$ cat src/rtl/cardinal_pkg.sv
// Shared Cardinal execute-stage definitions: lane width codes,
// participation codes, divider FSM states and lane-mask helpers.
package cardinal_pkg;

    // Lane width select carried in the ww field
    typedef enum logic [1:0] {
        WW_B = 2'b00,
        WW_H = 2'b01,
        WW_W = 2'b10,
        WW_D = 2'b11
    } ww_e;

    // Participation field, shared with the register file write port
    typedef enum logic [2:0] {
        PPP_A = 3'b000,
        PPP_U = 3'b001,
        PPP_D = 3'b010,
        PPP_E = 3'b011,
        PPP_O = 3'b100
    } ppp_e;

    typedef enum logic [1:0] {
        S_IDLE = 2'b00,
        S_CALC = 2'b01,
        S_DONE = 2'b10
    } vdiv_state_e;

    function automatic logic [6:0] lane_width(input logic [1:0] ww);
        logic [6:0] w;
        case (ww)
            WW_B:    w = 7'd8;
            WW_H:    w = 7'd16;
            WW_W:    w = 7'd32;
            default: w = 7'd64;
        endcase
        return w;
    endfunction

    // One bit set at the least significant position of every lane
    function automatic logic [63:0] lane_lsb_mask(input logic [1:0] ww);
        logic [63:0] m;
        case (ww)
            WW_B:    m = 64'h0101_0101_0101_0101;
            WW_H:    m = 64'h0001_0001_0001_0001;
            WW_W:    m = 64'h0000_0001_0000_0001;
            default: m = 64'h0000_0000_0000_0001;
        endcase
        return m;
    endfunction

endpackage

$ cat src/rtl/vdiv_step.sv
// One restoring-division step applied to every lane of a 64-bit word.
// Ports: rem_i/dvd_i/dsr_i current state, lsb_i lane mask; rem_o/dvd_o next state.
module vdiv_step (
    input  logic [63:0] rem_i,
    input  logic [63:0] dvd_i,
    input  logic [63:0] dsr_i,
    input  logic [63:0] lsb_i,
    output logic [63:0] rem_o,
    output logic [63:0] dvd_o
);

    logic [63:0] msb;
    logic [63:0] dtop;
    logic [63:0] rem_sh;
    logic [63:0] dvd_sh;
    logic [63:0] diff;
    logic [63:0] ge;
    logic [63:0] sel;
    logic        t;
    logic        b;
    logic        bi;
    logic        g;

    always_comb begin
        // A lane's MSB sits just below the next lane's LSB
        msb = {1'b1, lsb_i[63:1]};

        // Spread each lane's dividend MSB down so it can enter at the lane LSB
        dtop = '0;
        t    = 1'b0;
        for (int j = 63; j >= 0; j--) begin
            if (msb[j]) t = dvd_i[j];
            dtop[j] = t;
        end

        rem_sh = ({rem_i[62:0], 1'b0} & ~lsb_i) | (dtop & lsb_i);
        dvd_sh = {dvd_i[62:0], 1'b0} & ~lsb_i;

        // Ripple subtract; borrow restarts at every lane LSB
        diff = '0;
        ge   = '0;
        b    = 1'b0;
        bi   = 1'b0;
        for (int j = 0; j < 64; j++) begin
            bi      = lsb_i[j] ? 1'b0 : b;
            diff[j] = rem_sh[j] ^ dsr_i[j] ^ bi;
            b       = (~rem_sh[j] & dsr_i[j]) |
                      (~(rem_sh[j] ^ dsr_i[j]) & bi);
            // Bit shifted out of the remainder means it certainly fits
            if (msb[j]) ge[j] = rem_i[j] | ~b;
        end

        // Broadcast each lane's compare result over the whole lane
        sel = '0;
        g   = 1'b0;
        for (int j = 63; j >= 0; j--) begin
            if (msb[j]) g = ge[j];
            sel[j] = g;
        end

        rem_o = (sel & diff) | (~sel & rem_sh);
        dvd_o = dvd_sh | (sel & lsb_i);
    end

endmodule

$ cat src/rtl/vdiv_unit.sv
// Multi-cycle partitioned unsigned divide/modulo unit (restoring, all lanes in parallel).
// Ports: clk/reset, start+ww+rem_sel+opA+opB+rd_in+ppp_in request; busy/done/result/rd_out/ppp_out.
module vdiv_unit
    import cardinal_pkg::*;
#(
    parameter int DATA_WIDTH = 64,
    parameter int ADDR_WIDTH = 5
) (
    input  logic                  clk,
    input  logic                  reset,
    input  logic                  start,
    input  logic [1:0]            ww,
    input  logic                  rem_sel,
    input  logic [DATA_WIDTH-1:0] opA,
    input  logic [DATA_WIDTH-1:0] opB,
    input  logic [ADDR_WIDTH-1:0] rd_in,
    input  logic [2:0]            ppp_in,
    output logic                  busy,
    output logic                  done,
    output logic [DATA_WIDTH-1:0] result,
    output logic [ADDR_WIDTH-1:0] rd_out,
    output logic [2:0]            ppp_out
);

    vdiv_state_e           state_q;
    logic [5:0]            cnt_q;
    logic [63:0]           rem_q;
    logic [63:0]           dvd_q;
    logic [63:0]           dsr_q;
    logic [63:0]           lsb_q;
    logic                  sel_q;
    logic [ADDR_WIDTH-1:0] rdc_q;
    logic [2:0]            pppc_q;
    logic [63:0]           res_q;
    logic [ADDR_WIDTH-1:0] rd_q;
    logic [2:0]            ppp_q;
    logic                  busy_q;
    logic                  done_q;
    logic [63:0]           rem_d;
    logic [63:0]           dvd_d;

    vdiv_step u_step (
        .rem_i (rem_q),
        .dvd_i (dvd_q),
        .dsr_i (dsr_q),
        .lsb_i (lsb_q),
        .rem_o (rem_d),
        .dvd_o (dvd_d)
    );

    always_ff @(posedge clk) begin
        if (reset) begin
            state_q <= S_IDLE;
            cnt_q   <= '0;
            rem_q   <= '0;
            dvd_q   <= '0;
            dsr_q   <= '0;
            lsb_q   <= '0;
            sel_q   <= 1'b0;
            rdc_q   <= '0;
            pppc_q  <= '0;
            res_q   <= '0;
            rd_q    <= '0;
            ppp_q   <= '0;
            busy_q  <= 1'b0;
            done_q  <= 1'b0;
        end else begin
            done_q <= 1'b0;
            unique case (state_q)
                S_IDLE: begin
                    if (start) begin
                        dvd_q   <= opA;
                        dsr_q   <= opB;
                        lsb_q   <= lane_lsb_mask(ww);
                        rem_q   <= '0;
                        cnt_q   <= 6'(lane_width(ww) - 7'd1);
                        sel_q   <= rem_sel;
                        rdc_q   <= rd_in;
                        pppc_q  <= ppp_in;
                        busy_q  <= 1'b1;
                        state_q <= S_CALC;
                    end
                end
                S_CALC: begin
                    rem_q <= rem_d;
                    dvd_q <= dvd_d;
                    if (cnt_q == 6'd0) begin
                        // Result registers load as DONE is entered
                        res_q   <= sel_q ? rem_d : dvd_d;
                        rd_q    <= rdc_q;
                        ppp_q   <= pppc_q;
                        done_q  <= 1'b1;
                        state_q <= S_DONE;
                    end else begin
                        cnt_q <= cnt_q - 6'd1;
                    end
                end
                S_DONE: begin
                    busy_q  <= 1'b0;
                    state_q <= S_IDLE;
                end
                default: state_q <= S_IDLE;
            endcase
        end
    end

    assign busy    = busy_q;
    assign done    = done_q;
    assign result  = res_q;
    assign rd_out  = rd_q;
    assign ppp_out = ppp_q;

endmodule

$ cat config.mk
export PLATFORM = sky130hd
export DESIGN_NAME = vdiv_unit
export DESIGN_NICKNAME = d
export VERILOG_FILES = /design/src/rtl/cardinal_pkg.sv /design/src/rtl/vdiv_step.sv /design/src/rtl/vdiv_unit.sv
export SDC_FILE = /design/constraint.sdc
export NUM_CORES = 1
export LEC_CHECK = 0
export ABC_AREA = 1
export CORE_MARGIN = 1.5
export CORE_UTILIZATION = 48
export DETAILED_ROUTE_END_ITERATION = 6
export PLACE_DENSITY_LB_ADDON = 0.08
export SKIP_LAST_GASP = 1
export SYNTH_ARGS = -nofsm -noshare
export SYNTH_HDL_FRONTEND = slang
export SYNTH_HIERARCHICAL = 1
export SYNTH_SLANG_ARGS = --single-unit
$ cat constraint.sdc
create_clock -name clk -period 44.6 [get_ports clk]
set_input_delay 6.69 -clock clk [delete_from_list [all_inputs] [get_ports clk]]
set_output_delay 6.69 -clock clk [all_outputs]
set_load 0.01 [all_outputs]
# After elaboration in Yosys (flattened, before gate mapping)

Cells that the tools add are included.

$add $sub $neg: 2
Eq/ne operators: 7
Mux-type cells: 208
Bitwise logic cells: 584
Reduce and logical (&&, ||, !) cells: 12

Operators by type and width:

| operator                                                            | count |
|---|---|
| 64-bit bitwise AND                                                  | 6 |
| 64-bit case mux with 2 select lines                                 | 2 |
| 64-bit 2-to-1 mux                                                   | 3 |
| 1-bit inverter                                                      | 192 |
| 64-bit bitwise OR                                                   | 3 |
| 1-bit 2-to-1 mux                                                    | 191 |
| 57-bit case mux with 3 select lines                                 | 1 |
| 64-bit inverter                                                     | 2 |
| 1-bit bitwise AND                                                   | 127 |
| 1-bit bitwise OR                                                    | 127 |
| 1-bit XOR                                                           | 127 |
| 6-bit 2-to-1 mux                                                    | 5 |
| 6-bit case mux with 3 select lines                                  | 1 |
| 6-bit case mux with 2 select lines                                  | 1 |
| 6-bit by 1-bit subtractor with 6-bit output (second input constant) | 2 |
| 2-bit AND reduction                                                 | 5 |
| 6-bit zero test                                                     | 1 |
| 2-bit != test (second input constant)                               | 3 |
| 2-bit by 1-bit == test with 1-bit output (second input constant)    | 2 |
| 2-bit == test (second input constant)                               | 2 |
| 2-bit zero test                                                     | 2 |
| 2-bit 2-to-1 mux                                                    | 2 |
| 2-bit case mux with 2 select lines                                  | 1 |
| 2-bit nonzero test                                                  | 2 |
| other kinds (3)                                                     | 3 |

Flip-flop bits (word level): 347
Input port bits: 142
Output and inout bits: 74
Logic and storage cells: 827

# Longest topological paths before layout

Gate-level depths: netlist of the first run.

Word-level depth: 325
Mapped depth: 326
Depth with buffers taken out: 326

# Hierarchy

The synthesis of the first run kept the hierarchy.

By module, submodules not included:

| module    | instances | cells an instance | area each (um^2) | sequential area each (um^2) |
|---|---|---|---|---|
| vdiv_unit | 1         | 1,646             | 11,800.1         | 5,745.5 |
| vdiv_step | 1         | 978               | 6,631.4          | 0.0 |

# Worst setup path after synthesis of the first run

Ideal clock, no wire load.

Path type: register to register
From: register lsb_q[40]
To: register dvd_q[0]
Library setup time: 0.070 ns
Data arrival time: 42.052 ns
Data required time: 44.530 ns
Path slack: 2.478 ns
Cell stages (with the launch flop): 319
Path buffers: 0
Period minus slack after synthesis: 42.122 ns
Cell sequence: dfxtp_1 -> inv_1 -> nand3_2 -> nand3_2 -> nand3_2 -> nand3_2 -> nand3_2 -> nand3_2 -> nand3_2 -> nand3_2 -> nand3_2 -> nand3_2 -> nand3_2 -> nand3_2 -> nand3_1 -> nand3_1 -> nand3_1 -> nand3_2 -> (+283 left out) -> nand3_2 -> nand3_2 -> nand3_2 -> nand3_2 -> nand3_2 -> nand3_2 -> nand3_2 -> nand3_2 -> nand3_2 -> nand3_2 -> nand3_2 -> nand3_2 -> nand2_1 -> nor2_1 -> inv_1 -> o21ai_0 -> o21ai_0 -> a21oi_1

Word-level cells in the longest chain between the ends: 301
Elaborated cells on any way between the ends: 589
Classes of those cells: mux (167); bitwise (422)

Ends and longest elaborated chain:

| element                                 | line            | source |
|---|---|---|
| start: declaration                      | vdiv_unit.sv:30 | `logic [63:0] lsb_q;` |
| start signal: assignment                | vdiv_unit.sv:74 | `lsb_q <= lane_lsb_mask(ww);` |
| 1-bit 2-to-1 mux (40 in a row)          | vdiv_step.sv:32 | `if (msb[j]) t = dvd_i[j];` |
| 64-bit bitwise AND                      | vdiv_step.sv:36 | `rem_sh = ({rem_i[62:0], 1'b0} & ~lsb_i) \| (dtop & lsb_i);` |
| 64-bit bitwise OR                       | vdiv_step.sv:36 |  |
| 1-bit inverter                          | vdiv_step.sv:47 | `b = (~rem_sh[j] & dsr_i[j]) \|` |
| 1-bit bitwise AND                       | vdiv_step.sv:47 |  |
| 1-bit 2-to-1 mux                        | vdiv_step.sv:45 | `bi = lsb_i[j] ? 1'b0 : b;` |
| 1-bit bitwise AND                       | vdiv_step.sv:48 | `(~(rem_sh[j] ^ dsr_i[j]) & bi);` |
| 1-bit bitwise OR                        | vdiv_step.sv:47 |  |
| (+186 left out)                         | -               |  |
| 1-bit inverter                          | vdiv_step.sv:50 | `if (msb[j]) ge[j] = rem_i[j] \| ~b;` |
| 1-bit bitwise OR                        | vdiv_step.sv:50 |  |
| 1-bit 2-to-1 mux (62 in a row)          | vdiv_step.sv:57 | `if (msb[j]) g = ge[j];` |
| 1-bit 2-to-1 mux (*)                    | vdiv_step.sv:57 |  |
| 64-bit bitwise AND (*)                  | vdiv_step.sv:62 | `dvd_o = dvd_sh \| (sel & lsb_i);` |
| 64-bit bitwise OR (*)                   | vdiv_step.sv:62 |  |
| named net dvd_d[0]                      | vdiv_unit.sv:40 | `logic [63:0] dvd_d;` |
| 64-bit case mux with 2 select lines (*) | vdiv_unit.sv:69 | `unique case (state_q)` |
| end signal: assignment                  | vdiv_unit.sv:72 | `dvd_q <= opA;` |
| end signal: assignment                  | vdiv_unit.sv:86 | `dvd_q <= dvd_d;` |
| end: declaration                        | vdiv_unit.sv:28 | `logic [63:0] dvd_q;` |

Mark *: on every way through the listed nets, which the timed path passes. The rest lies on a longest branch.
A chain may end at the register's enable or synchronous reset.

# Final worst setup path of the first run

From: register dvd_q[63]
To: register dvd_q[0]

Word-level cells in the longest chain between the ends: 324
Elaborated cells on any way between the ends: 702
Classes of those cells: mux (190); bitwise (512)

Ends and longest elaborated chain:

| element                                 | line |
|---|---|
| 1-bit 2-to-1 mux (63 in a row)          | vdiv_step.sv:32 |
| 64-bit bitwise AND (*)                  | vdiv_step.sv:36 |
| 64-bit bitwise OR (*)                   | vdiv_step.sv:36 |
| 1-bit inverter                          | vdiv_step.sv:47 |
| 1-bit bitwise AND                       | vdiv_step.sv:47 |
| 1-bit 2-to-1 mux                        | vdiv_step.sv:45 |
| 1-bit bitwise AND                       | vdiv_step.sv:48 |
| 1-bit bitwise OR                        | vdiv_step.sv:47 |
| (+186 left out)                         | - |
| 1-bit inverter                          | vdiv_step.sv:50 |
| 1-bit bitwise OR                        | vdiv_step.sv:50 |
| 1-bit 2-to-1 mux (62 in a row)          | vdiv_step.sv:57 |
| 1-bit 2-to-1 mux (*)                    | vdiv_step.sv:57 |
| 64-bit bitwise AND (*)                  | vdiv_step.sv:62 |
| 64-bit bitwise OR (*)                   | vdiv_step.sv:62 |
| named net dvd_d[0]                      | vdiv_unit.sv:40 |
| 64-bit case mux with 2 select lines (*) | vdiv_unit.sv:69 |

Marks and branches as above.

==> impl_metrics.ini, run 1 <==
[cts]
tritoncts = built
clkLatencyLatePin_ps = 550
cts_made_buffers = 35
path_clk_slew_ps = 60
cts_max_path_buffers = 3
clock_tree.root_cell = sky130_fd_sc_hd__clkbuf_16
clock_tree.htree_level_count = 2
clock_sinks = 287

[grt]
globalRouteOverflowTotal = 0
grt_max_degree = 88
global_route.usage.met1 = 0.322
first_global_vias = 17000
grt_usage = 0.252
grt_busiest_layer = met2
groute.layer.met3.usage = 0.0342
antenna_found_initial = 2
groute.layer.met2.usage = 0.433
grt_pass1_wl_mm = 81.4

[die]
io-pin-count = 216
placement_rows = 71
start_util = 0.488
die_area_um2 = 39600
die_width_um = 199
die_height_um = 199
core-area_um2 = 37800

[setup_path]
timing.reg2reg.worst_path_depth = 324
worst_path_max_delay_cell = sky130_fd_sc_hd__fa_2
worst-endpoint-arrival_ps = 43220
startpoint_of_the_worst_setup_timing_path = dvd_q[63]
worstPathRequired_ps = 45060
worst-path-max-fanout = 4
worstReg2RegEnd = dvd_q[0]
critical-path-top-cell-by-count = sky130_fd_sc_hd__nand3_2
regToRegStartpoint = dvd_q[63]
crit_path_max_incr_delay_ps = 420
cp-endpoint = dvd_q[0]
regToRegSetupSlack_ps = 1840
critical_path.endpoint_type = flop
worst_setup_path_start_kind = flop
worst-setup-path-type = flop to flop

[drt]
routedWlPerCell_um = 14.5
viasPerCell = 5.06
ant_nets = 0
initialDrtViolationCount = 911
routed-via-count = 17800
drtPass1Iterations = 7
detail_route.drc_violations = 0
drt_wl_total_mm = 51.0

[synthesis]
synth.top_cells.by_count = sky130_fd_sc_hd__nand2_1 (489), sky130_fd_sc_hd__nor2_1 (438), sky130_fd_sc_hd__o21ai_0 (411)
async_reset_ff_frac = 0
mappedNetlistArea_um2 = 18400
syn-mean-instance-area_um2 = 7.02
synth.most_common_cell = sky130_fd_sc_hd__nand2_1
synth.largest_area_cell = sky130_fd_sc_hd__dfxtp_1
yosys_warnings = 6
flip_flop_cell_with_the_highest_count_after_synthesis = sky130_fd_sc_hd__dfxtp_1
gate_count_after_technology_mapping = 2624
yosysUniqueCellTypes = 39
share_of_synthesized_area_occupied_by_flip_flops_and_latches = 0.312
synth_seq_cells = 287
yosys-top-cells-area = sky130_fd_sc_hd__dfxtp_1 (31%), sky130_fd_sc_hd__o21ai_0 (11%), sky130_fd_sc_hd__nand2_1 (10%), sky130_fd_sc_hd__nor2_1 (8.9%), sky130_fd_sc_hd__fa_1 (6.8%)
synthDominantCellAreaShare = 0.312
number_of_synthesized_flops_with_an_enable_pin = 0

[sta]
post-route-worst-setup-slack_ps = 1840
setup-violations-final = 0
rsz0062_at_grt = true
max_slew_violation_count = 0
final_tns_setup_ps = 0
final_min_period_over_clock_period = 0.959
holdWs_ps = 459
final.setup_skew_ps = 31.9
min_period_ps = 42760
clock.fmax_ghz = 0.0234
max_slew_margin = 0.343
finalHoldViolCount = 0
worst_slew_pin_slew_ps = 985

[layout]
fin_util = 0.612
finish.net_count = 3190
syn2layout_area_growth_pct = 25.3
drive_gt1_frac = 0.156

[power_and_ir_drop]
power.density_nw_per_um2 = 38.0
vdd_ir_drop_max_mv = 0.0291
power.net_switching_uw = 302
clock_power_share = 0.337
power.share.combinational = 0.315
switching_share_of_power = 0.344
fin_total_pwr_uw = 878
internal_power_uw = 576
pwr-share-seq = 0.348
total_leakage_power_uw = 0.00963

[place]
pre_cts_slack_ps = -1230
placement.io_buffers = 215
gp_congestion = 0.869
dpl.hpwl_mm = 32.7

[job]
timing.max_cap.violations = 0

[hold_path]
class_of_the_tightest_hold_or_removal_check = flop to flop

[status]
run_status = complete, no violations
cell type report:
cell class                      instances  area, um^2
Fill cell                            3493       14700
Multi-Input combinational cell       2102       11600
Sequential cell                       287        5750
Timing Repair Buffer                  311        2870
Clock buffer                           50        1030
Inverter                              246        1010
Tap cell                              511         639
Clock inverter                         12         144
Antenna cell                            1        2.50
power by group through the flow:
stage / combinational, uW / clock [uW] / sequential, uW
floorplan: 185 / 0 / 307
global placement: 239 / 0 / 310
detailed placement: 245 / 0 / 310
CTS: 250 / 303 / 305
global route: 311 / 311 / 309
finish: 276 / 296 / 306
kinds of logic after synthesis:
logic type,synth area share
other,0.000203
AO/OA/AOI/OAI,0.181
flip-flops,0.312
multiplexers,0.0288
XOR/XNOR,0.000475
adder cells (fa/ha/maj),0.0698
AND/OR/NAND/NOR,0.283
buffers and inverters,0.125
metrics by stage:
step / cells / instance area, um^2
after global routing: 3520 / 23100
after detailed placement: 3397 / 20800
after floorplan: 2790 / 19100
final: 3520 / 23100
after CTS: 3460 / 22200
after global placement: 3397 / 20800
registers in the layout (all words and copies together), names as in the netlist:
| register | count |
|---|---|
| rdc_q | 5 |
| rem_q | 64 |
| rd_out | 5 |
| pppc_q | 3 |
| lsb_q | 4 |
| busy | 1 |
| result | 64 |
| dsr_q | 64 |
| state_q | 2 |
| sel_q | 1 |
| done | 1 |
| cnt_q | 6 |
| ppp_out | 3 |
| dvd_q | 64 |
cells in the final DEF, fill, tap and decap left out, types with 2 or more instances in the layout:
cell type and count:
sky130_fd_sc_hd__a21oi_1 143, sky130_fd_sc_hd__a21oi_2 2, sky130_fd_sc_hd__a31oi_1 51, sky130_fd_sc_hd__buf_4 97, sky130_fd_sc_hd__bufinv_16 3, sky130_fd_sc_hd__bufinv_8 6
sky130_fd_sc_hd__clkbuf_1 7, sky130_fd_sc_hd__clkbuf_16 37, sky130_fd_sc_hd__clkbuf_8 6, sky130_fd_sc_hd__clkdlybuf4s50_1 214, sky130_fd_sc_hd__clkinv_2 7, sky130_fd_sc_hd__clkinvlp_4 2
sky130_fd_sc_hd__conb_1 167, sky130_fd_sc_hd__dfxtp_1 285, sky130_fd_sc_hd__fa_2 63, sky130_fd_sc_hd__inv_1 179, sky130_fd_sc_hd__inv_2 58, sky130_fd_sc_hd__inv_4 2
sky130_fd_sc_hd__mux2i_1 52, sky130_fd_sc_hd__nand2_1 485, sky130_fd_sc_hd__nand2_2 4, sky130_fd_sc_hd__nand3_1 76, sky130_fd_sc_hd__nand3_2 94, sky130_fd_sc_hd__nand3_4 33
sky130_fd_sc_hd__nor2_1 425, sky130_fd_sc_hd__nor2_2 13, sky130_fd_sc_hd__nor2_4 2, sky130_fd_sc_hd__o21ai_0 407, sky130_fd_sc_hd__o21ai_1 43, sky130_fd_sc_hd__or2_2 31
per-layer routing:
layer  vias to the layer above  routed length (um)
li1                       9068                   -
met1                      8298               23200
met2                       364               24200
met3                        84                2150
met4                         2                1380
met5                         -                  16
critical path, delay by kind of cell (launching register included):
family | cells | cell delay, ps
flip-flops | 1 | 340
AO/OA/AOI/OAI | 4 | 480
adder cells (fa/ha/maj) | 64 | 23060
AND/OR/NAND/NOR | 191 | 14820
buffers and inverters | 65 | 3880
repair_timing:
action / in CTS / in global routing
buffers inserted: 1 / 59
setup endpoints to repair: 37 / 80
hold buffers: 0 / 0
pin swaps: 4 / 110
resized for setup: 44 / 166
worst min-delay path by stage:
stage | startpoint | to | depth (start not counted)
floorplan | rem_q[36] | rem_q[36] | 2
global placement | rem_q[56] | rem_q[56] | 2
detailed placement | rem_q[6] | rem_q[6] | 2
CTS | rem_q[6] | rem_q[6] | 2
global route | rem_q[6] | rem_q[6] | 2
finish | rem_q[16] | rem_q[16] | 2
No activity file was read; power rests on OpenSTA's default activity.
==> run 2, diff against run 1 <==
--- a/config.mk
+++ b/config.mk
@@ -6,8 +6,10 @@
 export NUM_CORES = 1
 export LEC_CHECK = 0
 export ABC_AREA = 1
+export CELL_PAD_IN_SITES_DETAIL_PLACEMENT = 1
+export CELL_PAD_IN_SITES_GLOBAL_PLACEMENT = 2
 export CORE_MARGIN = 1.5
-export CORE_UTILIZATION = 48
+export CORE_UTILIZATION = 29
 export DETAILED_ROUTE_END_ITERATION = 6
 export PLACE_DENSITY_LB_ADDON = 0.08
 export SKIP_LAST_GASP = 1
==> run 2 against run 1 <==
Clock-buffer cell count up 11; cell count up 11%; fmax up 1.1%; cell area up 3.1%; first-iteration DRC count down 28%; register-to-register slack better by 470 ps; routed wire length up 24%; critical endpoint unchanged; highest routed layer is now met4.
==> impl_metrics.ini, run 2 (synthesis gave the netlist of run 1 again) <==
[status]
run_status = complete, no violations

[cts]
clkLatencyLatePin_ps = 560
path_clk_slew_ps = 60
clock_tree.htree_level_count = 2
cts_max_path_buffers = 3
clock_sinks = 287
tritoncts = built
clock_tree.root_cell = sky130_fd_sc_hd__clkbuf_16
cts_made_buffers = 40

[hold_path]
class_of_the_tightest_hold_or_removal_check = flop to flop
holdCritStartpoint = rem_q[48]
worst_hold_path.endpoint = rem_q[48]
hold_path_depth = 2

[drt]
routed-via-count = 18100
drt_wl_total_mm = 63.1
ant_nets = 0
initialDrtViolationCount = 652
routedWlPerCell_um = 16.2
drtPass1Iterations = 4
detail_route.drc_violations = 0
viasPerCell = 4.64

[power_and_ir_drop]
internal_power_uw = 602
power.density_nw_per_um2 = 38.8
switching_share_of_power = 0.348
clock_power_share = 0.348
pwr-share-seq = 0.333
total_leakage_power_uw = 0.00984
power.net_switching_uw = 321
power.share.combinational = 0.319
vdd_ir_drop_max_mv = 0.0215
fin_total_pwr_uw = 923

[place]
placed_cells = 3780
placement.io_buffers = 215
gp_congestion = 0.808
dpl.hpwl_mm = 42.3

[setup_path]
worst_setup_path_start_kind = flop
critical_path.endpoint_type = flop
crit_path_max_incr_delay_ps = 400
worst-endpoint-arrival_ps = 42750
regToRegStartpoint = dvd_q[63]
worstPathRequired_ps = 45060
regToRegSetupSlack_ps = 2310
timing.reg2reg.worst_path_depth = 324
worstReg2RegEnd = dvd_q[0]
worst-path-max-fanout = 4
worst_path_max_delay_cell = sky130_fd_sc_hd__fa_2
worst-setup-path-type = flop to flop
critical-path-top-cell-by-count = sky130_fd_sc_hd__nand3_2

[sta]
finalHoldViolCount = 0
final_tns_setup_ps = 0
final.setup_skew_ps = 21.5
setup-violations-final = 0
rsz0062_at_grt = true
clock.fmax_ghz = 0.0236
max_slew_margin = 0.266
worst_slew_pin_slew_ps = 1100
min_period_ps = 42290
final_min_period_over_clock_period = 0.948
max_slew_violation_count = 0

[die]
placement_rows = 92
die_height_um = 255
die_width_um = 255
start_util = 0.293
core-area_um2 = 63000
io-pin-count = 216
die_area_um2 = 65100

[layout]
final_common_cell = sky130_fd_sc_hd__nand2_1
finish.cell_count_without_fillers = 3898
syn2layout_area_growth_pct = 29.2
fin_util = 0.378
layout_common_cells = sky130_fd_sc_hd__nand2_1 (482), sky130_fd_sc_hd__o21ai_0 (404), sky130_fd_sc_hd__nor2_1 (397), sky130_fd_sc_hd__dfxtp_1 (285), sky130_fd_sc_hd__clkdlybuf4s50_1 (214)
drive_gt1_frac = 0.181
finish.net_count = 3232

[grt]
first_global_vias = 19100
grt_max_degree = 90
grt_pass1_wl_mm = 99.9
antenna_found_initial = 2
globalRouteOverflowTotal = 0
grt_usage = 0.192

[job]
timing.max_cap.violations = 0
## run 2: cell types whose count changed in the layout (fill, tap and decap cells not counted), sizes merged
cell | previous run | this run
buf | 97 | 134
bufinv | 9 | 8
clkbuf | 50 | 61
clkinv | 8 | 5
clkinvlp | 2 | 1
## run 2: layer usage
metal / wire (um) / GRT usage
met3: 1860 / 0.0219
met5: 0 / 0
met1: 29300 / 0.244
met4: 1460 / 0.0561
met2: 30400 / 0.339
## run 2: critical path, delay by kind of cell (launching register included)
kind,cells,cell delay (ps)
fa+ha+maj,64,23180
compound gates,4,460
buf+inv,65,4090
flops,1,350
simple gates,191,14030
## run 2: per-stage QoR
stage / area, um^2 / hold WS (ps) / setup WS, ps
global placement: 21600 / 448 / -1150
finish: 23800 / 461 / 2310
global route: 23800 / 482 / -369
detailed placement: 21600 / 455 / -1920
floorplan: 19100 / 439 / 2480
CTS: 23100 / 464 / 34.4
## run 2: power groups by stage
stage | logic (uW) | clock network (uW) | registers [uW]
global route | 335 | 345 | 311
detailed placement | 272 | 0 | 312
global placement | 267 | 0 | 312
finish | 295 | 321 | 307
CTS | 277 | 335 | 307
floorplan | 185 | 0 | 307
## run 2: repair_timing
item / 4_1_cts / 5_1_grt
buffers inserted: 3 / 46
endpoints found under the setup margin: 55 / 75
pin swaps: 11 / 84
hold buffers: 0 / 0
gates resized for setup: 60 / 172
## run 2: final cells by class
class,count,area (um^2)
antenna,1,2.50
clock buffer,61,1200
clock inverter,7,87.6
fill,7837,39200
inverter,246,1010
multi-input combinational,2102,11500
sequential,287,5750
tap,846,1060
timing repair buffer,348,3150
## run 2: how the worst max path moves through the flow
stage                          from         to  slack (ps)
after floorplan           lsb_q[40]   dvd_q[0]        2480
final                     dvd_q[63]   dvd_q[0]        2310
after CTS                 dvd_q[63]   dvd_q[0]          30
after detailed placement  dvd_q[63]   dvd_q[0]       -1920
after global placement    dvd_q[63]  result[2]       -1150
after global routing      dvd_q[63]   dvd_q[0]        -370
